## src/rtl/mem_port_arbiter.sv

```systemverilog
// mem_port_arbiter
//   Shares one word-addressed memory between two requesters: port 0 (CPU
//   datapath) and port 1 (loader/debug master). Accesses are serialised
//   through an IDLE -> ACCESS -> RESP sequence. Address, data and strobes are
//   held for MEM_LAT cycles. Completion is a registered one-cycle ack that
//   carries read data and a misalignment error flag.
//
// Parameters
//   AW       address width (byte address, bits [1:0] must be zero)
//   DW       data width
//   MEM_LAT  cycles the memory needs with address/strobe held (>= 1)
//
// Ports
//   clk, rst_n                 clock, asynchronous active-low reset
//   mX_req/we/lock/addr/wdata  request from port X (held until mX_ack)
//   mX_ack/err/rdata           registered completion for port X
//   mem_addr/mem_wdata         registered memory address / write data
//   mem_rd/mem_wr              strobes decoded from state, count and latched we
//   mem_rdata                  memory read data, sampled on the last cycle
//   busy                       high whenever the arbiter is not IDLE
//   owner                      port currently or most recently granted
module mem_port_arbiter #(
    parameter int AW      = 32,
    parameter int DW      = 32,
    parameter int MEM_LAT = 1
) (
    input  logic          clk,
    input  logic          rst_n,

    input  logic          m0_req,
    input  logic          m0_we,
    input  logic          m0_lock,
    input  logic [AW-1:0] m0_addr,
    input  logic [DW-1:0] m0_wdata,
    output logic          m0_ack,
    output logic          m0_err,
    output logic [DW-1:0] m0_rdata,

    input  logic          m1_req,
    input  logic          m1_we,
    input  logic          m1_lock,
    input  logic [AW-1:0] m1_addr,
    input  logic [DW-1:0] m1_wdata,
    output logic          m1_ack,
    output logic          m1_err,
    output logic [DW-1:0] m1_rdata,

    output logic [AW-1:0] mem_addr,
    output logic [DW-1:0] mem_wdata,
    output logic          mem_rd,
    output logic          mem_wr,
    input  logic [DW-1:0] mem_rdata,

    output logic          busy,
    output logic          owner
);

    localparam int            CW        = (MEM_LAT > 1) ? $clog2(MEM_LAT) : 1;
    localparam logic [CW-1:0] CNT_START = CW'(MEM_LAT - 1);

    typedef enum logic [1:0] {
        IDLE   = 2'd0,
        ACCESS = 2'd1,
        RESP   = 2'd2
    } state_t;

    state_t        state;
    state_t        state_next;
    logic [CW-1:0] cnt;
    logic [CW-1:0] cnt_next;

    // Latched request direction; the address and write data are held
    // directly in the mem_addr / mem_wdata output registers.
    logic          lat_we;
    // Set when the last completed access belonged to a port asserting lock;
    // that port is always 'owner' because owner tracks the last grant.
    logic          lock_hold;

    logic          any_req;
    logic          grant_port;
    logic          sel_we;
    logic [AW-1:0] sel_addr;
    logic [DW-1:0] sel_wdata;
    logic          misaligned;
    logic          enter_resp;
    logic          resp_port;
    logic          resp_err;
    logic          capture_rd;

    // ------------------------------------------------------------------
    // Grant selection (only consumed in IDLE)
    // ------------------------------------------------------------------
    assign any_req = m0_req | m1_req;

    always_comb begin
        // NOTE: every variable assigned in always_comb gets a default first so
        // no path leaves it unassigned, which would infer a latch.
        grant_port = 1'b0;
        if (lock_hold && (owner ? m1_req : m0_req)) begin
            grant_port = owner;
        end else if (m0_req && m1_req) begin
            // Round-robin: the port that did not win last time goes first.
            grant_port = ~owner;
        end else begin
            grant_port = m1_req;
        end
    end

    assign sel_we     = grant_port ? m1_we    : m0_we;
    assign sel_addr   = grant_port ? m1_addr  : m0_addr;
    assign sel_wdata  = grant_port ? m1_wdata : m0_wdata;
    assign misaligned = (sel_addr[1:0] != 2'b00);

    // ------------------------------------------------------------------
    // FSM next state
    // ------------------------------------------------------------------
    always_comb begin
        state_next = state;
        cnt_next   = cnt;
        case (state)
            IDLE: begin
                if (any_req) begin
                    if (misaligned) begin
                        state_next = RESP;
                    end else begin
                        state_next = ACCESS;
                        cnt_next   = CNT_START;
                    end
                end
            end
            ACCESS: begin
                if (cnt == '0) begin
                    state_next = RESP;
                end else begin
                    cnt_next = cnt - CW'(1);
                end
            end
            RESP: begin
                state_next = IDLE;
            end
            default: begin
                state_next = IDLE;
            end
        endcase
    end

    // ------------------------------------------------------------------
    // Memory strobes: combinational so that an asynchronous reset drops them
    // at once. The write pulses only on the final held cycle.
    // ------------------------------------------------------------------
    assign mem_rd = (state == ACCESS) && !lat_we;
    assign mem_wr = (state == ACCESS) && lat_we && (cnt == '0);

    assign enter_resp = (state != RESP) && (state_next == RESP);
    // Entering RESP straight from IDLE happens only for a misaligned
    // request, so that path alone carries the error flag.
    assign resp_port  = (state == IDLE) ? grant_port : owner;
    assign resp_err   = (state == IDLE);
    assign capture_rd = (state == ACCESS) && (cnt == '0) && !lat_we;

    // ------------------------------------------------------------------
    // Control state and latched request
    // ------------------------------------------------------------------
    always_ff @(posedge clk or negedge rst_n) begin
        if (!rst_n) begin
            state     <= IDLE;
            cnt       <= '0;
            lat_we    <= 1'b0;
            lock_hold <= 1'b0;
            owner     <= 1'b1;
            busy      <= 1'b0;
            mem_addr  <= '0;
            mem_wdata <= '0;
        end else begin
            // NOTE: sequential state uses non-blocking assignments so every
            // register samples pre-edge values regardless of statement order.
            state <= state_next;
            cnt   <= cnt_next;
            busy  <= (state_next != IDLE);

            if (state == IDLE && any_req) begin
                owner  <= grant_port;
                lat_we <= sel_we;
                // A misaligned request never reaches the memory, so the bus
                // keeps its previous value.
                if (!misaligned) begin
                    mem_addr  <= sel_addr;
                    mem_wdata <= sel_wdata;
                end
            end

            if (state == RESP) begin
                lock_hold <= owner ? m1_lock : m0_lock;
            end
        end
    end

    // ------------------------------------------------------------------
    // Per-port completion registers. The non-owner's registers never change.
    // ------------------------------------------------------------------
    always_ff @(posedge clk or negedge rst_n) begin
        if (!rst_n) begin
            m0_ack   <= 1'b0;
            m0_err   <= 1'b0;
            m1_ack   <= 1'b0;
            m1_err   <= 1'b0;
            // NOTE: the read-data holding registers are reset because they
            // are observable outputs with a defined post-reset value.
            m0_rdata <= '0;
            m1_rdata <= '0;
        end else begin
            m0_ack <= enter_resp && !resp_port;
            m0_err <= enter_resp && !resp_port && resp_err;
            m1_ack <= enter_resp && resp_port;
            m1_err <= enter_resp && resp_port && resp_err;

            if (capture_rd && !owner) begin
                m0_rdata <= mem_rdata;
            end
            if (capture_rd && owner) begin
                m1_rdata <= mem_rdata;
            end
        end
    end

endmodule

```

## config.mk

```make
export PLATFORM = sky130hd
export DESIGN_NAME = mem_port_arbiter
export DESIGN_NICKNAME = d
export VERILOG_FILES = /design/src/rtl/mem_port_arbiter.sv
export SDC_FILE = /design/constraint.sdc
export NUM_CORES = 1
export LEC_CHECK = 0
export ABC_CLOCK_PERIOD_IN_PS = 4500
export BUFFER_PORTS_ARGS = -buffer_cell sky130_fd_sc_hd__buf_2
export CAP_MARGIN = 20
export CORE_ASPECT_RATIO = 1.25
export CORE_MARGIN = 5
export CORE_UTILIZATION = 40
export CTS_BUF_LIST = sky130_fd_sc_hd__clkbuf_4 sky130_fd_sc_hd__clkbuf_8
export CTS_CLUSTER_SIZE = 24
export DETAILED_ROUTE_END_ITERATION = 12
export PLACE_DENSITY = 0.71
export SKIP_CTS_REPAIR_TIMING = 1
export SYNTH_ARGS = -nofsm -noshare
export SYNTH_HDL_FRONTEND = slang
export SYNTH_SLANG_ARGS = --single-unit
```

## constraint.sdc

```tcl
create_clock -name clk -period 4.5 [get_ports clk]
set_input_delay 0.225 -clock clk [delete_from_list [all_inputs] [get_ports clk]]
set_output_delay 0.225 -clock clk [all_outputs]
set_load 0.02 [all_outputs]
```

==> results.cfg <==
[place]
dp.final_hpwl_um = 12100
place_inst = 893
gp_congestion = 0.733
port_buffers = 303

[clock_network]
cts_made_buffers = 17
clk_pin_slew_ns = 0.09
cts-root-to-sink-buffers = 2
cts_tree = done
clock-root-buffer = clkbuf_8
insertion_delay_ns = 0.43
cts.sinks = 138
htree_levels = 4

[hold_path]
hp-class = in2reg

[timing]
period_minus_slack_ns = 2.48
fin_crit_sh = 0.552
hold_violations = 0
max_slew_margin = 0.376
rsz0062_at_grt = false
maxSlewViolCount = 0
tightest_slew_ns = 0.935
finClkSkew_ns = 0.0105
hold_ws_ns = 0.0308
clock.fmax_mhz = 403
totalNegativeSetupSlack_ns = 0
setup_viol_count_final = 0

[die]
rows = 51
die_area_um2 = 18200
pin_count = 304
die_width_um = 122
start_util = 0.403
die_h_um = 149
coreArea_um2 = 15400

[layout]
fillCellCount = 1348
fin_util = 0.541
num-nets-final = 871
diodes = 0
area_growth_pct = 34.3
multi_input_area_um2 = 2590
fin_cells = 928
layout-drive-gt1-share = 0.733
ff_latch_area_um2 = 3450

[logic_synthesis]
ys_seq_area_frac = 0.555
synth_edf_count = 0
yosysTopAreaCell = dfrtp_1
async_reset_ff_frac = 1.00
synth_area_leaders = dfrtp_1 (55%), mux2_2 (24%), mux2_4 (11%), mux2_1 (1.8%), buf_12 (1.3%)
netlist_instances = 394
yosysUniqueCellTypes = 31
post_synth.cell_area_avg_um2 = 15.8
syn_nets = 562
syn_area_um2 = 6220
ys_ff_latch = 138
synthFlopType = dfrtp_1
yosys.area.top_type_share = 0.551
yosysWarnings = 0

[worst_setup_path]
critPathLaunchType = register
path_class = reg2reg
crit_required_ns = 4.82
worstPathArrival_ns = 2.80
end_kind = register
crit_chain = xnor2_2 -> o21ai_4 -> buf_4 -> mux2_2 -> mux2_4
slowest_delay_ns = 0.65
crit_fanout = 62
critical_path.slowest_cell = dfstp_2

[global_routing]
grt_pass1_wl_um = 25000
grt_util_all_layers = 0.173
grt_pass1_vias = 4946
antenna_found_initial = 0
grt_overflow = 0
grt_max_degree = 106

[drt]
drt-pass1-iter-count = 4
viasPerCell = 4.72
vias = 4380
drc = 0
finalWirelength_um = 16000
first_iter_violations = 145
ant_nets = 0
wire_per_inst_um = 17.2

[pwr]
p_sw_frac = 0.388
clock_power_share = 0.182
internal_power_w = 0.00368
p_sw_w = 0.00233
leakage_nw = 4.22
p_seq_frac = 0.359
power.density_nw_per_um2 = 720
combPwrFrac = 0.458
ir_worst_vdd_uv = 358

[job]
maxCapViolCount = 0

[run_status]
status = completed
## power by group through the flow
stage          sequential [W]  clock [W]  combinational (W)
3_3_place_gp          0.00215          0            0.00273
3_5_place_dp          0.00218          0            0.00279
2_1_floorplan         0.00287          0            0.00117
4_1_cts               0.00217    0.00113            0.00280
6_report              0.00216    0.00110            0.00276
5_1_grt               0.00224    0.00118            0.00295
## per-stage QoR
| stage | worst slack, ns | area [um2] | total power (W) |
|---|---|---|---|
| floorplan | 2.42 | 6220 | 0.00404 |
| global placement | 2.13 | 7890 | 0.00488 |
| detailed placement | 2.02 | 7890 | 0.00498 |
| CTS | 2.01 | 8320 | 0.00610 |
| global route | 1.92 | 8350 | 0.00637 |
| finish | 2.02 | 8350 | 0.00602 |
## layout by cell type (no fill, tap or decap), types with 2 or more instances in the layout
master and count:
mux2_2 131, nor3_1 3, inv_8 2, mux2i_1 2, clkbuf_8 18, bufinv_16 3, o21ai_0 4, clkinvlp_4 2
nand2b_1 2, nand2_1 7, nor2_1 5, buf_2 302, inv_1 3, inv_6 5, nor2b_1 2, o21a_1 2
dfrtp_1 137, buf_4 6, mux2_1 10, mux2_4 47, a21oi_1 4, nor3_4 2, dlygate4sd3_1 3
## cell families (layout without fill, tap and decap cells)
logic type	after synthesis	in the layout	share of synthesized area
XOR/XNOR	1	1	0.00262
buffers and inverters	25	347	0.0316
flip-flops	138	138	0.555
AND/OR/NAND/NOR	23	23	0.0189
multiplexers	190	190	0.372
AO/OA/AOI/OAI	17	17	0.0195
## sequential cells by signal (all words and copies together) (netlist names)
register   flops
lock_hold      1
mem_addr      32
m0_ack         1
m0_rdata      32
mem_wdata     32
m1_rdata      32
state          2
m1_ack         1
owner          1
busy           1
m1_err         1
lat_we         1
m0_err         1
## synth_stat cells (2+ instances only)
cell type	n
dfrtp_1	137
o21ai_0	4
nor3_2	2
a21oi_1	4
mux2_4	47
buf_2	15
nor2_1	5
mux2_2	131
nand2b_1	2
o21a_1	2
nand2_1	7
nor2b_1	2
buf_12	4
mux2i_1	2
mux2_1	10
nor3_1	3
inv_1	3
## critical path: cells and delay by family, from the launching register on
kind                      cells  cell delay (ns)
muxes                         2             0.68
buffers and inverters         1             0.61
xor gates and xnor gates      1             0.15
AOI/OAI and AO/OA             1             0.18
DFF                           1             0.65
## metal layers
metal | share of wire | GRT usage
met5 | 0 | 0
met4 | 0.014 | 0.0465
met3 | 0.11 | 0.0749
met2 | 0.51 | 0.308
met1 | 0.37 | 0.187
## path summary, 6_finish.rpt
path	from	end	slack [ns]	depth (start not counted)
worst max-delay path	owner	mem_addr[19]	2.02	5
worst min-delay path	mem_rdata[4]	m1_rdata[4]	0.03	2
worst max register to register	owner	mem_addr[19]	2.02	5
worst min register to register	mem_addr[0]	mem_addr[0]	0.50	1
max in group asynchronous	rst_n	mem_wdata[22]	2.96	3
min in group asynchronous	rst_n	mem_addr[21]	0.49	2
## area by class of cell
| type | count | area share |
|---|---|---|
| inverter | 3 | 0.00135 |
| timing repair buffer | 312 | 0.191 |
| clock buffer | 18 | 0.0297 |
| clock inverter | 14 | 0.0222 |
| sequential | 138 | 0.414 |
| tap | 212 | 0.0318 |
| multi-input combinational | 231 | 0.310 |
No activity file was read; power rests on OpenSTA's default activity.
